$ cat src/rtl/fifo_arb_pkg.sv
// Shared types and helpers for the FIFO write-port arbiter.
// The optional per-producer beat counters are enabled with FIFO_ARB_STATS_EN.
package fifo_arb_pkg;

  typedef enum logic [0:0] {
    IDLE  = 1'b0,
    GRANT = 1'b1
  } arb_state_e;

  localparam logic [0:0] ST_IDLE  = 1'b0;
  localparam logic [0:0] ST_GRANT = 1'b1;

  localparam int STAT_W = 16;

  function automatic int beat_cnt_width(input int max_burst);
    return $clog2(max_burst + 1);
  endfunction

endpackage

$ cat src/rtl/fifo_write_arbiter_rr_pick.sv
// Combinational round-robin picker: first set request at or after ptr, with wrap.
module rr_pick #(
  parameter int NUM_REQ = 4,
  parameter int PTR_W   = 2
) (
  input  logic [NUM_REQ-1:0] req,
  input  logic [PTR_W-1:0]   ptr,
  output logic [NUM_REQ-1:0] pick,
  output logic               any_valid
);

  always_comb begin
    int  idx;
    logic found;
    pick  = '0;
    found = 1'b0;
    idx   = 0;
    for (int i = 0; i < NUM_REQ; i++) begin
      idx = int'(ptr) + i;
      if (idx >= NUM_REQ) idx = idx - NUM_REQ;
      if (req[idx] && !found) begin
        pick[idx] = 1'b1;
        found     = 1'b1;
      end
    end
  end

  assign any_valid = |req;

endmodule

$ cat src/rtl/fifo_write_arbiter.sv
// Round-robin arbiter sharing one FIFO write port among NUM_REQ producers.
// Define FIFO_ARB_STATS_EN to add the saturating per-producer stat_beats counters.
module fifo_write_arbiter
  import fifo_arb_pkg::*;
#(
  parameter int WIDTH     = 8,
  parameter int NUM_REQ   = 4,
  parameter int MAX_BURST = 4
) (
  input  logic                     clk,
  input  logic                     reset,
  input  logic [NUM_REQ-1:0]       req_valid,
  input  logic [NUM_REQ*WIDTH-1:0] req_data,
  output logic [NUM_REQ-1:0]       req_ready,
  output logic [NUM_REQ-1:0]       grant,
  input  logic                     fifo_full,
  output logic                     fifo_w_en,
  output logic [WIDTH-1:0]         fifo_data_in,
  output logic [0:0]               state
`ifdef FIFO_ARB_STATS_EN
  ,
  output logic [NUM_REQ*STAT_W-1:0] stat_beats
`endif
);

  localparam int CNT_W = beat_cnt_width(MAX_BURST);
  localparam int PTR_W = $clog2(NUM_REQ);

  // Handshake: a beat transfers on a rising edge where req_valid[o] and
  // req_ready[o] are both high; req_ready only rises for the granted owner
  // and only while fifo_full is low, so fifo_w_en mirrors the transfer.
  logic [0:0]         state_q;
  logic [PTR_W-1:0]   rr_ptr;
  logic [CNT_W-1:0]   beat_cnt;
  logic [NUM_REQ-1:0] pick;
  logic               any_valid;
  logic [PTR_W-1:0]   owner;
  logic [PTR_W-1:0]   next_rr;
  logic               owner_valid;
  logic               accept;
  logic               last_beat;

  rr_pick #(
    .NUM_REQ(NUM_REQ),
    .PTR_W  (PTR_W)
  ) u_rr_pick (
    .req      (req_valid),
    .ptr      (rr_ptr),
    .pick     (pick),
    .any_valid(any_valid)
  );

  // grant is zero in IDLE, so the data mux naturally drives 0 there.
  always_comb begin
    owner        = '0;
    fifo_data_in = '0;
    for (int i = 0; i < NUM_REQ; i++) begin
      if (grant[i]) begin
        owner        = PTR_W'(i);
        fifo_data_in = req_data[i*WIDTH +: WIDTH];
      end
    end
  end

  assign owner_valid = |(grant & req_valid);
  assign accept      = (state_q == ST_GRANT) && owner_valid && !fifo_full;
  assign req_ready   = accept ? grant : '0;
  assign fifo_w_en   = accept;
  assign last_beat   = (beat_cnt == CNT_W'(MAX_BURST - 1));
  assign next_rr     = (owner == PTR_W'(NUM_REQ - 1)) ? '0 : owner + 1'b1;
  assign state       = state_q;

  always_ff @(posedge clk or posedge reset) begin
    if (reset) begin
      state_q  <= ST_IDLE;
      grant    <= '0;
      rr_ptr   <= '0;
      beat_cnt <= '0;
    end else if (state_q == ST_IDLE) begin
      if (any_valid) begin
        grant    <= pick;
        beat_cnt <= '0;
        state_q  <= ST_GRANT;
      end
    end else begin
      // A full-stall with valid held keeps the grant and the count unchanged.
      if ((accept && last_beat) || !owner_valid) begin
        state_q <= ST_IDLE;
        grant   <= '0;
        rr_ptr  <= next_rr;
      end else if (accept) begin
        beat_cnt <= beat_cnt + CNT_W'(1);
      end
    end
  end

`ifdef FIFO_ARB_STATS_EN
  always_ff @(posedge clk or posedge reset) begin
    if (reset) begin
      stat_beats <= '0;
    end else begin
      for (int i = 0; i < NUM_REQ; i++) begin
        if (req_ready[i] && (stat_beats[i*STAT_W +: STAT_W] != {STAT_W{1'b1}}))
          stat_beats[i*STAT_W +: STAT_W] <= stat_beats[i*STAT_W +: STAT_W] + STAT_W'(1);
      end
    end
  end
`endif

endmodule

$ cat config.mk
export PLATFORM = sky130hd
export DESIGN_NAME = fifo_write_arbiter
export DESIGN_NICKNAME = d
export VERILOG_FILES = /design/src/rtl/fifo_arb_pkg.sv /design/src/rtl/fifo_write_arbiter_rr_pick.sv /design/src/rtl/fifo_write_arbiter.sv
export SDC_FILE = /design/constraint.sdc
export NUM_CORES = 1
export LEC_CHECK = 0
export CAP_MARGIN = 20
export CELL_PAD_IN_SITES_DETAIL_PLACEMENT = 2
export CELL_PAD_IN_SITES_GLOBAL_PLACEMENT = 2
export CORE_ASPECT_RATIO = 2
export CORE_MARGIN = 2
export CORE_UTILIZATION = 20
export DETAILED_ROUTE_END_ITERATION = 6
export PLACE_DENSITY = 0.73
export RECOVER_POWER = 25
export SLEW_MARGIN = 20
export SYNTH_ARGS = -nofsm -noshare
export SYNTH_HDL_FRONTEND = slang
export SYNTH_SLANG_ARGS = --single-unit
$ cat constraint.sdc
create_clock -name clk -period 2.04 [get_ports clk]
set_input_delay 0.408 -clock clk [delete_from_list [all_inputs] [get_ports clk]]
set_output_delay 0.408 -clock clk [all_outputs]
set_load 0.02 [all_outputs]
## Word level (Yosys, flattened, before mapping)

Index checks and enable logic that the tools add are counted.

| cells by class | value |
|---|---|
| $add $sub $neg | 9 |
| order comparisons | 12 |
| equality and inequality tests | 5 |
| mux-type cells | 50 |
| bitwise gates (word level) | 4 |
| reductions and logical operators | 22 |

Operators with widths:

| operator | number |
|---|---|
| 32-bit by 1-bit >= comparator with 1-bit output, second input constant | 4 |
| 32-bit by 4-bit < comparator with 1-bit output, second input constant | 4 |
| 32-bit two-way mux | 4 |
| 32-bit by 4-bit >= comparator with 1-bit output, second input constant | 3 |
| 32-bit by 4-bit subtractor with 32-bit output, second input constant | 3 |
| 4-bit two-way mux | 8 |
| 8-bit two-way mux | 4 |
| 1-bit two-way mux | 19 |
| 3-bit two-way mux | 4 |
| 4-bit OR | 3 |
| 1-bit logical AND | 10 |
| 1-bit binary-select mux with 2-bit select | 4 |
| 1-bit demux with 2-bit select | 4 |
| 4-bit OR reduction | 2 |
| 2-bit by 2-bit adder with 3-bit output, second input constant | 2 |
| 2-bit two-way mux | 3 |
| 1-bit logical NOT | 5 |
| 4-bit bitwise AND | 1 |
| 2-bit by 1-bit inequality test with 1-bit output, second input constant | 2 |
| 2-bit AND reduction | 2 |
| 2-bit by 3-bit subtractor with 4-bit output, second input constant | 1 |
| 2-bit by 1-bit adder with 3-bit output, second input constant | 1 |
| 3-bit by 1-bit adder with 3-bit output, second input constant | 1 |
| 3-bit by 2-bit equality test with 1-bit output, second input constant | 1 |
| 7 further kinds | 7 |

| word-level totals | value |
|---|---|
| bits in registers | 10 |
| bits of input ports | 39 |
| output and inout bits | 18 |
| logic and storage cells | 106 |

## Longest topological paths before layout

| logic depth | value |
|---|---|
| word-level depth | 17 |
| depth in mapped cells | 7 |
| mapped depth without buffers | 6 |

## Modules after synthesis

Synthesis repeated with hierarchy kept, for this count alone.

| unflattened totals | value |
|---|---|
| cell total of the unflattened synthesis | 131 |
| area, all modules | 1,113.6 um2 |

By module, submodules not included:

| module | instances | cells an instance | area each (um2) | sequential area each (um2) |
|---|---|---|---|---|
| fifo_write_arbiter | 1 | 92 | 748.2 | 250.2 |
| rr_pick | 1 | 39 | 365.4 | 0.0 |

## Worst setup path before layout

Ideal clock, no wire load.

| path | value |
|---|---|
| path kind | reg2reg |
| from | register rr_ptr[0] |
| to | register grant[1] |
| setup time | 0.087 ns |
| data arrival time | 2.043 ns |
| slack | -0.090 ns |
| cell stages (with the launch flop) | 8 |
| buffers on the path | 1 |
| clock period less this slack | 2.130 ns |
| cells stage by stage | dfrtp_1 > inv_1 > ha_1 > buf_2 > or4b_1 > a211oi_1 > o21ai_0 > o211ai_1 |

| between the ends | value |
|---|---|
| longest elaborated chain between the ends | 17 |
| elaborated cells between the ends (all ways) | 65 |
| those cells by class | 7 x add/sub; 12 x order compare; 33 x mux; 3 x bitwise; 10 x reduce/logical |

Ends and longest elaborated chain:

| what | line | source |
|---|---|---|
| start, declared | fifo_write_arbiter.sv:33 | `logic [PTR_W-1:0] rr_ptr;` |
| start signal, assigned | fifo_write_arbiter.sv:90 | `rr_ptr <= next_rr;` |
| parallel branches: the longest is 14 deep, another holds 32-bit by 4-bit subtractor with 32-bit output | n/a |  |
| 4-bit two-way mux * | fifo_write_arbiter_rr_pick.sv:21 | `if (req[idx] && !found) begin` |
| 4-bit two-way mux * | fifo_write_arbiter.sv:80 | `if (any_valid) begin` |
| 4-bit two-way mux * | fifo_write_arbiter.sv:79 | `end else if (state_q == ST_IDLE) begin` |
| end signal, assigned | fifo_write_arbiter.sv:81 | `grant <= pick;` |
| end, declared | fifo_write_arbiter.sv:15 | `output logic [NUM_REQ-1:0] grant,` |

Mark *: on every way between the ends. The select of a mux whose other input is x is not followed.
A chain may end at the register's enable or synchronous reset.

## Final worst setup path

| path | value |
|---|---|
| from | register grant[3] |
| to | output grant[3] |

No word-level cell between the ends.

==> results.yml <==
synth:
  synth_async_sr_flop_share_pct: 100.0
  synth-xor-area-share_pct: 0
  synthAdderAreaFrac_pct: 6.329
  synth_top_family_by_area: "simple AND/OR/NAND/NOR gates"
  synthTopCellsByArea: "sky130_fd_sc_hd__dfrtp_1 (21%), sky130_fd_sc_hd__ha_1 (6.3%), sky130_fd_sc_hd__mux2i_1 (5.9%)"
  most_frequent_cell_after_synthesis: "sky130_fd_sc_hd__nand2_1"
  synth_top_cells_by_count: "sky130_fd_sc_hd__nand2_1 (15), sky130_fd_sc_hd__dfrtp_1 (10), sky130_fd_sc_hd__nor2_1 (9)"
  synth_fp_nets: 185
  synthesis.instances: 140
  syn_area_sq_mm: 0.001186
  ys.flop_type: "sky130_fd_sc_hd__dfrtp_1"
  post_synth_mux_area_share_pct: 13.50
  postSynthRegisterBits: 10
  synth_compound_gate_area_share_pct: 24.68
  synth_cell_types: 43
  synth_sequential_area_ratio_pct: 21.10
  edff_count_synth: 0
  netlist.top_cell.by_area: "sky130_fd_sc_hd__dfrtp_1"
  average_cell_area_after_synthesis_sq_um: 8.472
  yosys.area_share.simple_pct: 28.16
  ys.warnings.count: 0
  top_cell_type_s_share_of_synthesized_area_pct: 21.10
critical_path:
  end_kind: "output pin"
  path_class: "reg2out"
  start_point_of_the_critical_path: "grant[3]"
  critical_path.startpoint_type: "register"
  required_ns: 1.63
  arrival_time_of_the_worst_setup_path_ns: 1.57
  path_max_fanout: 21
  r2r-start: "rr_ptr[1]"
clock_tree:
  clk_latency_ns: 0.25
  clock-sinks: 10
  cts.hold.buffers_added: 0
  htree_num_levels: 1
  clock_path_buffers: 2
  cts_tree: "done"
  cts_root_buffer: "sky130_fd_sc_hd__clkbuf_16"
  cts_setup_buffers: 0
  cts-buffers-inserted: 3
  cts.reportedPaths.clkPinSlew_ns: 0.04
floorplan:
  pin_count: 57
  floorplan.die_area_sq_mm: 0.006600
  die_x_um: 58.46
  floorplan.die.height_um: 112.9
  rows: 39
  start_util_pct: 20.78
  core_area_sq_mm: 0.005709
sta:
  fin_tns_setup_ns: 0
  min_period_ns: 1.973
  grt_setup_unrepaired: "false"
  setup_viol: 0
  worst_slew_margin_pct: 66.31
  hold_violations: 0
  maxSlewViolCount: 0
  tightest_slew_ns: 0.5024
  timing.final.crit_share_pct: 96.73
  worst_clock_skew_ns: 0.002139
  maxClockFrequency_mhz: 506.8
route:
  number_of_vias_per_cell: 5.240
  vias: 1509
  detail_route.first_pass.iterations: 4
  drc: 0
  drt-wirelength-per-cell_um: 19.03
  drt_wl_total_um: 5480
  initial_drc_count: 25
  ant_nets: 0
min_path:
  hold_path_startpoint: "beat_cnt[0]"
  hold_path.class: "reg2reg"
cells_and_area:
  diodes: 0
  fin_cells: 288
  finish.instance_area_sq_mm: 0.002148
  multi_input_comb_area_sq_um: 942.2
  drive_gt1_share_pct: 32.16
  fin_nets: 273
  sequential_cell_area_sq_um: 251.5
  syn2layout_area_growth_pct: 81.12
  nFillCells: 640
place:
  placement.io_buffers: 56
  placed_area_sq_mm: 0.002057
  placed_cells: 284
  place.detailed.hpwl_um: 4606
  gp_congestion: 0.8691
power:
  vdd.ir_drop.worst_mv: 0.7212
  p_leak_nw: 0.9172
  overall_power_consumption_w: 0.002865
  power.density_mw_per_mm2: 1334
grt:
  wire_length_of_the_first_global_routing_pass_um: 8901
  global_route.usage.total_pct: 17.97
  initial_antenna_violation_count: 0
  maximum_number_of_pins_on_one_net_before_global_route_repair: 22
  grt_pass1_vias: 1842
  grt-ovfl-total: 0
status:
  status: "complete, no violations"
job:
  maxCapViolations: 0
routing by layer:
layer  track usage, %  part of all wire (%)
met1            14.61                    30
met2            36.25                    60
met3            2.629                   4.7
met4            11.63                   5.4
met5                0                     0
cell families after synthesis:
group                      count (synthesis)
and+or+nand+nor                           57
AOI/OAI and AO/OA                         40
buffers and inverters                     15
muxes                                     12
DFF                                       10
adders and majority gates                  6
path summary, 6_finish.rpt:
check,endpoint,slack [ns],depth (start not counted)
setup / recovery,grant[3],0.07,2
hold / removal,beat_cnt[0],0.50,1
setup reg to reg,grant[3],0.09,6
hold reg to reg,beat_cnt[0],0.50,1
max in group asynchronous,rr_ptr[0],1.11,2
min in group asynchronous,beat_cnt[2],0.60,2
metrics by stage:
| step | utilization [%] | hold WS, ns | worst slack (ns) |
|---|---|---|---|
| floorplan | - | 0.2481 | 0.04601 |
| global placement | 36.03 | 0.4696 | -0.5764 |
| CTS | 37.58 | 0.4888 | -0.004341 |
| detailed placement | 36.03 | 0.4963 | -0.5939 |
| finish | 37.63 | 0.4984 | 0.06679 |
| global route | 37.63 | 0.5589 | 0.01795 |
critical path: stages, from the launching register on:
cell and delay, ns:
sky130_fd_sc_hd__dfrtp_1 0.40, sky130_fd_sc_hd__buf_4 0.27, sky130_fd_sc_hd__clkdlybuf4s50_1 0.65
power breakdown:
part,internal (W),total (W),switching [W]
Clock,0.000296,0.000405,0.000109
Combinational,0.000988,0.00212,0.00113
Sequential,0.000271,0.000340,0.0000688
area by class of cell:
class                      instances  share of cell area, %
clock buffer                       4                  4.135
inverter                           7                  1.223
multi-input combinational        115                  43.86
sequential                        10                  11.71
tap                               61                  3.553
timing repair buffer              91                  35.53
placed cells by master (no fill, tap or decap), drive strengths merged, types with 3 or more instances in the layout:
cell           instances
and2                   4
a221oi                 8
mux4                   3
buf                   47
mux2i                  7
nand2                 15
clkbuf                 5
o31ai                  7
ha                     6
clkdlybuf4s50         38
nor2b                  7
and3                   4
a21oi                  4
nor2                   9
dfrtp                 10
o21ai                  8
nand3b                 3
a211oi                 4
inv                    6
sequential cells by signal, indices dropped and copies added (netlist names):
| signal | flops |
|---|---|
| beat_cnt | 3 |
| grant | 4 |
| rr_ptr | 2 |
| state | 1 |
what timing repair did:
item | CTS | global route
endpoints found under the setup margin | 16 | 11
pin swaps | 2 | 4
resized for setup | 69 | 8
Power figures use the tool's default switching activity.
==> edit 1 (same flow settings) <==
Add a define of `FIFO_ARB_STATS_EN`.
--- a/src/rtl/fifo_write_arbiter.sv
+++ b/src/rtl/fifo_write_arbiter.sv
@@ -1,5 +1,7 @@
 // Round-robin arbiter sharing one FIFO write port among NUM_REQ producers.
 // Define FIFO_ARB_STATS_EN to add the saturating per-producer stat_beats counters.
+`define FIFO_ARB_STATS_EN
+
 module fifo_write_arbiter
   import fifo_arb_pkg::*;
 #(
Behaviour (old outputs only; new: stat_beats): unchanged (equiv_simple and equiv_induct, registers matched by name and starting in step).
==> edit 1 against the original RTL <==
Core utilization shrank 5.8 points. Sequential cell count grew 64. Final cell count grew to 3.0 times the old value. Synthesized area grew to 3.5 times the old value. Critical path depth grew 5. Fmax shrank 2.6%. Routed wire length grew to 2.7 times the old value. Final area grew to 3.0 times the old value. Setup slack lost 0.053 ns. Hold slack gained 0.011 ns. Sequential power grew to 5.9 times the old value. Total power grew to 2.5 times the old value. Synthesized cell count grew to 3.0 times the old value. Largest power group unchanged. Highest routed layer unchanged.
==> edit 1: results (changes against the original RTL) <==
| Metric | Value |
|---|---|
| Worst R2R Path Depth | `7 (was 6)` |
| Non-CTS buffers | `185 (was 91)` |
| Max VDD drop | `0.533 mV (was 0.721 mV)` |
| Multi-input gates | `313 (was 115)` |
| Flip-flop and latch count | `74 (was 10)` |
| Non-CTS inverters | `20 (was 7)` |
| Largest registers | `stat_beats: 64 flops, grant: 4 flops, beat_cnt: 3 flops (was grant: 4 flops, beat_cnt: 3 flops, rr_ptr: 2 flops)` |
| Cell family with most CP delay | `flip-flops (was buffers and inverters)` |
| Max incr delay on CP | `0.41 ns (was 0.65 ns)` |
| Fin nets | `652 (was 273)` |
| Commonest cells in the synthesized netlist | `74 x dfrtp_1, 38 x nor2_1, 37 x nand2_1 (was 15 x nand2_1, 10 x dfrtp_1, 9 x nor2_1)` |
| Worst setup startpoint | `grant[0] (was grant[3])` |
| Status | `completed (unchanged)` |
| Adder-Cell Fraction of Synth Area | `0.0302 (was 0.0633)` |
| Syn Nets | `471 (was 185)` |
| Setup crit end | `fifo_data_in[0] (was grant[3])` |
| FF-to-FF End | `stat_beats[54] (was grant[3])` |
| Vias per cell | `4.53 (was 5.24)` |
| CP max-delay cell | `dfrtp_1 (was clkdlybuf4s50_1)` |
| Gr usage total | `0.139 (was 0.180)` |
| Slew @ Worst Pin | `1.05 ns (was 0.502 ns)` |
| Clk_lat worst skew | `0.35 ns (was 0.25 ns)` |
| Inserted Clock Buffers | `9 (was 3)` |
| Layout fillers | `2285 (was 640)` |
| Data buffer area share | `0.260 (was 0.355)` |
| First-pass GRT wire length | `24200 µm (was 8900 µm)` |
| Crit-path max FO | `7 (was 21)` |
| Skew final | `0.00617 ns (was 0.00214 ns)` |
| P_leak | `0.00275 µW (was 0.000917 µW)` |
| WL per Instance | `16.8 µm (was 19.0 µm)` |
| I/O Buffers | `120 (was 56)` |
| Largest net degree at the start of global routing | `75 (was 22)` |
| Post-DP HPWL | `11300 µm (was 4610 µm)` |
| Synth Area in Compound Gates | `0.125 (was 0.247)` |
[edit 1: cell types whose count changed after synthesis, moves of 12 or more]
cell     delta
nor2_1     +29
xor2_1     +19
nand2_1    +22
xnor2_1    +33
a22oi_1    +12
dfrtp_1    +64
inv_1      +14
nand4_1    +16
nand3_1    +22
a21oi_1    +16
[edit 1: how the worst min path moves through the flow]
stage / from / end / slack, ns / depth (start not counted)
floorplan: beat_cnt[0] / beat_cnt[0] / 0.45 / 1
global placement: beat_cnt[0] / beat_cnt[0] / 0.47 / 1
detailed placement: stat_beats[24] / stat_beats[24] / 0.50 / 1
CTS: stat_beats[24] / stat_beats[24] / 0.52 / 1
global route: stat_beats[20] / stat_beats[20] / 0.53 / 1
finish: stat_beats[47] / stat_beats[47] / 0.51 / 1
[edit 1: per-stage QoR]
step,instance area [µm²],hold WS (ns),setup TNS [ns],worst slack (ns),utilization
after global placement,6010,0.469,-22.78,-0.570,0.295
after CTS,6390,0.518,-0.173,-0.0503,0.314
after global routing,6480,0.533,-0.560,-0.0866,0.318
final,6480,0.509,0,0.0137,0.318
after floorplan,4170,0.455,0,0.0281,-
after detailed placement,6010,0.503,-26.08,-0.579,0.295
[edit 1: metal layers]
metal,vias up,track usage,share of wire
li1,1855,-,-
met1,1998,0.127,0.33
met2,96,0.287,0.61
met3,12,0.0273,0.041
met4,0,0.0558,0.015
met5,-,0,0
[edit 1: cells by family (layout without fill, tap and decap cells)]
family / Yosys count / in the layout
compound gates: 72 / 72
mux: 15 / 15
flops: 74 / 74
buf+inv: 35 / 221
fa+ha+maj: 10 / 10
xor+xnor: 52 / 52
simple gates: 164 / 164
[edit 1: what timing repair did]
action | in CTS | in global routing
pin swaps | 2 | 8
setup endpoints to repair | 29 | 26
setup buffers | 4 | 6
resized for setup | 90 | 23
==> edit 2 (same flow settings) <==
Without the edit above. One comparison of `beat_cnt` changes from == to >=.
--- a/src/rtl/fifo_write_arbiter.sv
+++ b/src/rtl/fifo_write_arbiter.sv
@@ -66,7 +66,7 @@
   assign accept      = (state_q == ST_GRANT) && owner_valid && !fifo_full;
   assign req_ready   = accept ? grant : '0;
   assign fifo_w_en   = accept;
-  assign last_beat   = (beat_cnt == CNT_W'(MAX_BURST - 1));
+  assign last_beat   = (beat_cnt >= CNT_W'(MAX_BURST - 1));
   assign next_rr     = (owner == PTR_W'(NUM_REQ - 1)) ? '0 : owner + 1'b1;
   assign state       = state_q;
 
Behaviour: no difference found for any inputs over 10 cycles, from zero or initial values and one cycle with reset high; that may be too few to reach the edited logic, so the function may still have changed.
==> edit 2 against the original RTL <==
The run now ends with setup timing left. Critical path type is now reg2reg. Setup slack lost 0.14 ns. Sequential cell count is the same. Sequential power is essentially flat. Die area shrank 7.5%. Total power shrank 19%. Final area shrank 4.4%. Synthesized area shrank 7.9%. Routed wire length shrank 7.0%. Final cell count shrank 0.69%. Core utilization grew 0.93 points.
==> edit 2: results (changes against the original RTL) <==
| Metric | Value |
|---|---|
| Largest registers | `grant: 4 flops, beat_cnt: 3 flops, rr_ptr: 2 flops (unchanged)` |
| CTS root buf | `clkbuf_8 (was clkbuf_16)` |
| Seq/Total Area, Yosys | `0.229 (was 0.211)` |
| Yosys Warn Count | `0 (unchanged)` |
| Slew @ Worst Pin | `0.419 ns (was 0.502 ns)` |
| Via count | `1464 (was 1509)` |
| Critical path data arrival time | `2.29 ns (was 1.57 ns)` |
| Placer Congestion | `0.798 (was 0.869)` |
| CP max-delay cell | `mux4_2 (was clkdlybuf4s50_1)` |
| Commonest cells in the synthesized netlist | `21 x nand2_1, 11 x a21oi_1, 10 x dfrtp_1 (was 15 x nand2_1, 10 x dfrtp_1, 9 x nor2_1)` |
| Max-cap violations | `0 (unchanged)` |
| Setup WS post-layout | `-0.0745 ns (was 0.0668 ns)` |
| Max Buffers Root-to-Sink | `2 (unchanged)` |
| Hold WC Path Type | `reg2reg (unchanged)` |
| Initial antenna violation count | `0 (unchanged)` |
| Gr usage total | `0.170 (was 0.180)` |
| P_leak | `0.000905 µW (was 0.000917 µW)` |
| Inserted Clock Buffers | `3 (unchanged)` |
| Skew final | `0.00172 ns (was 0.00214 ns)` |
| Share of post-route cells with drive strength above 1 | `0.336 (was 0.322)` |
| Max VDD drop | `0.647 mV (was 0.721 mV)` |
| Initial DRC Count | `31 (was 25)` |
| Failing checks | `setup timing` |
| Sw Ratio | `0.445 (was 0.457)` |
| WL per Instance | `17.8 µm (was 19.0 µm)` |
| Status | `complete, but fails checks (was completed)` |
| Fin nets | `272 (was 273)` |
| Syn Nets | `180 (was 185)` |
| Antenna cells | `0 (unchanged)` |
| Cell variety after synth | `35 (was 43)` |
| Drt pass-1 iters | `4 (unchanged)` |
| I/O Buffers | `56 (unchanged)` |
| Final setup viols | `5 (was 0)` |
| Synth top area cells | `dfrtp_1 23%, nand2_1 7.2%, ha_1 6.9% (was dfrtp_1 21%, ha_1 6.3%, mux2i_1 5.9%)` |
| Crit-path max FO | `5 (was 21)` |
| Vias in the first global route | `1625 (was 1842)` |
| Main flop type after synthesis | `dfrtp_1 (unchanged)` |
| Post-DP HPWL | `3860 µm (was 4610 µm)` |
| H-tree Lvls | `1 (unchanged)` |
| Post-CTS Setup Repair Bufs | `3 (was 0)` |
| Ys async rst share | `1.00 (unchanged)` |
| Resized cells post-CTS | `68 (was 69)` |
| Largest net degree at the start of global routing | `22 (unchanged)` |
| Clk_lat worst skew | `0.24 ns` |
| Max incr delay on CP | `0.52 ns (was 0.65 ns)` |
| First-pass GRT wire length | `8240 µm (was 8900 µm)` |
edit 2: cell count changes in the layout (fill, tap and decap cells not counted), sizes merged, moves of 5 or more:
cell / before / now
buf: 47 / 52
nand2: 15 / 21
nor2b: 7 / 1
a21oi: 4 / 11
edit 2: cells by family (layout without fill, tap and decap cells):
kind of cell,Yosys count,count (layout),share of synthesized area
buffers and inverters,16,107,0.0584
multiplexers,8,8,0.103
AND/OR/NAND/NOR,49,49,0.227
flip-flops,10,10,0.229
AO/OA/AOI/OAI,46,46,0.314
adder cells (fa/ha/maj),6,6,0.0687
edit 2: path summary, 6_finish.rpt:
kind,startpoint,to,slack [ns],depth (start not counted)
worst max-delay path,rr_ptr[0],grant[1],-0.07,6
worst min-delay path,beat_cnt[2],beat_cnt[2],0.53,2
worst max register to register,rr_ptr[0],grant[1],-0.07,6
worst min register to register,beat_cnt[2],beat_cnt[2],0.53,2
max in group asynchronous,reset,rr_ptr[1],1.13,2
min in group asynchronous,reset,state,0.60,2
edit 2: layer usage:
layer | vias to the layer above | wire length, µm | GRT usage
li1 | 689 | - | -
met1 | 720 | 2280 | 0.225
met3 | 3 | 261 | 0.0251
met4 | 0 | 38 | 0.0306
met2 | 52 | 2510 | 0.293
met5 | - | 0 | 0
edit 2: power by group through the flow:
| stage | Sequential, µW | Combinational (µW) | Clock [µW] |
|---|---|---|---|
| 2_1_floorplan | 371 | 893 | 0 |
| 3_3_place_gp | 331 | 1670 | 0 |
| 3_5_place_dp | 339 | 1720 | 0 |
| 4_1_cts | 333 | 1710 | 265 |
| 5_1_grt | 351 | 1880 | 269 |
| 6_report | 341 | 1730 | 256 |
edit 2: metrics by stage:
| step | utilization | setup slack, ns | setup TNS (ns) | instance area [µm²] | cells |
|---|---|---|---|---|---|
| finish | 0.386 | -0.0745 | -0.303 | 2050 | 286 |
| global route | 0.386 | -0.158 | -0.804 | 2050 | 286 |
| CTS | 0.380 | -0.0922 | -0.338 | 2030 | 284 |
| detailed placement | 0.370 | -0.563 | -5.72 | 1970 | 277 |
| global placement | 0.370 | -0.543 | -5.32 | 1970 | 277 |
| floorplan | - | -0.102 | -0.408 | 1120 | 135 |
edit 2: cell type report:
cell class / count / area [µm²]
inverters: 8 / 32.5
clock buffers: 4 / 55.1
well taps: 60 / 75.1
fillers: 629 / 3270
flip-flops and latches: 10 / 254
multi-input cells: 109 / 833
repair buffers: 95 / 803
edit 2: critical path, delay by kind of cell (launching register included):
kind / cells / cell delay [ns]
buffers and inverters: 1 / 0.06
adder cells (fa/ha/maj): 1 / 0.27
AND/OR/NAND/NOR: 1 / 0.39
multiplexers: 1 / 0.52
flip-flops: 1 / 0.39
AO/OA/AOI/OAI: 2 / 0.42
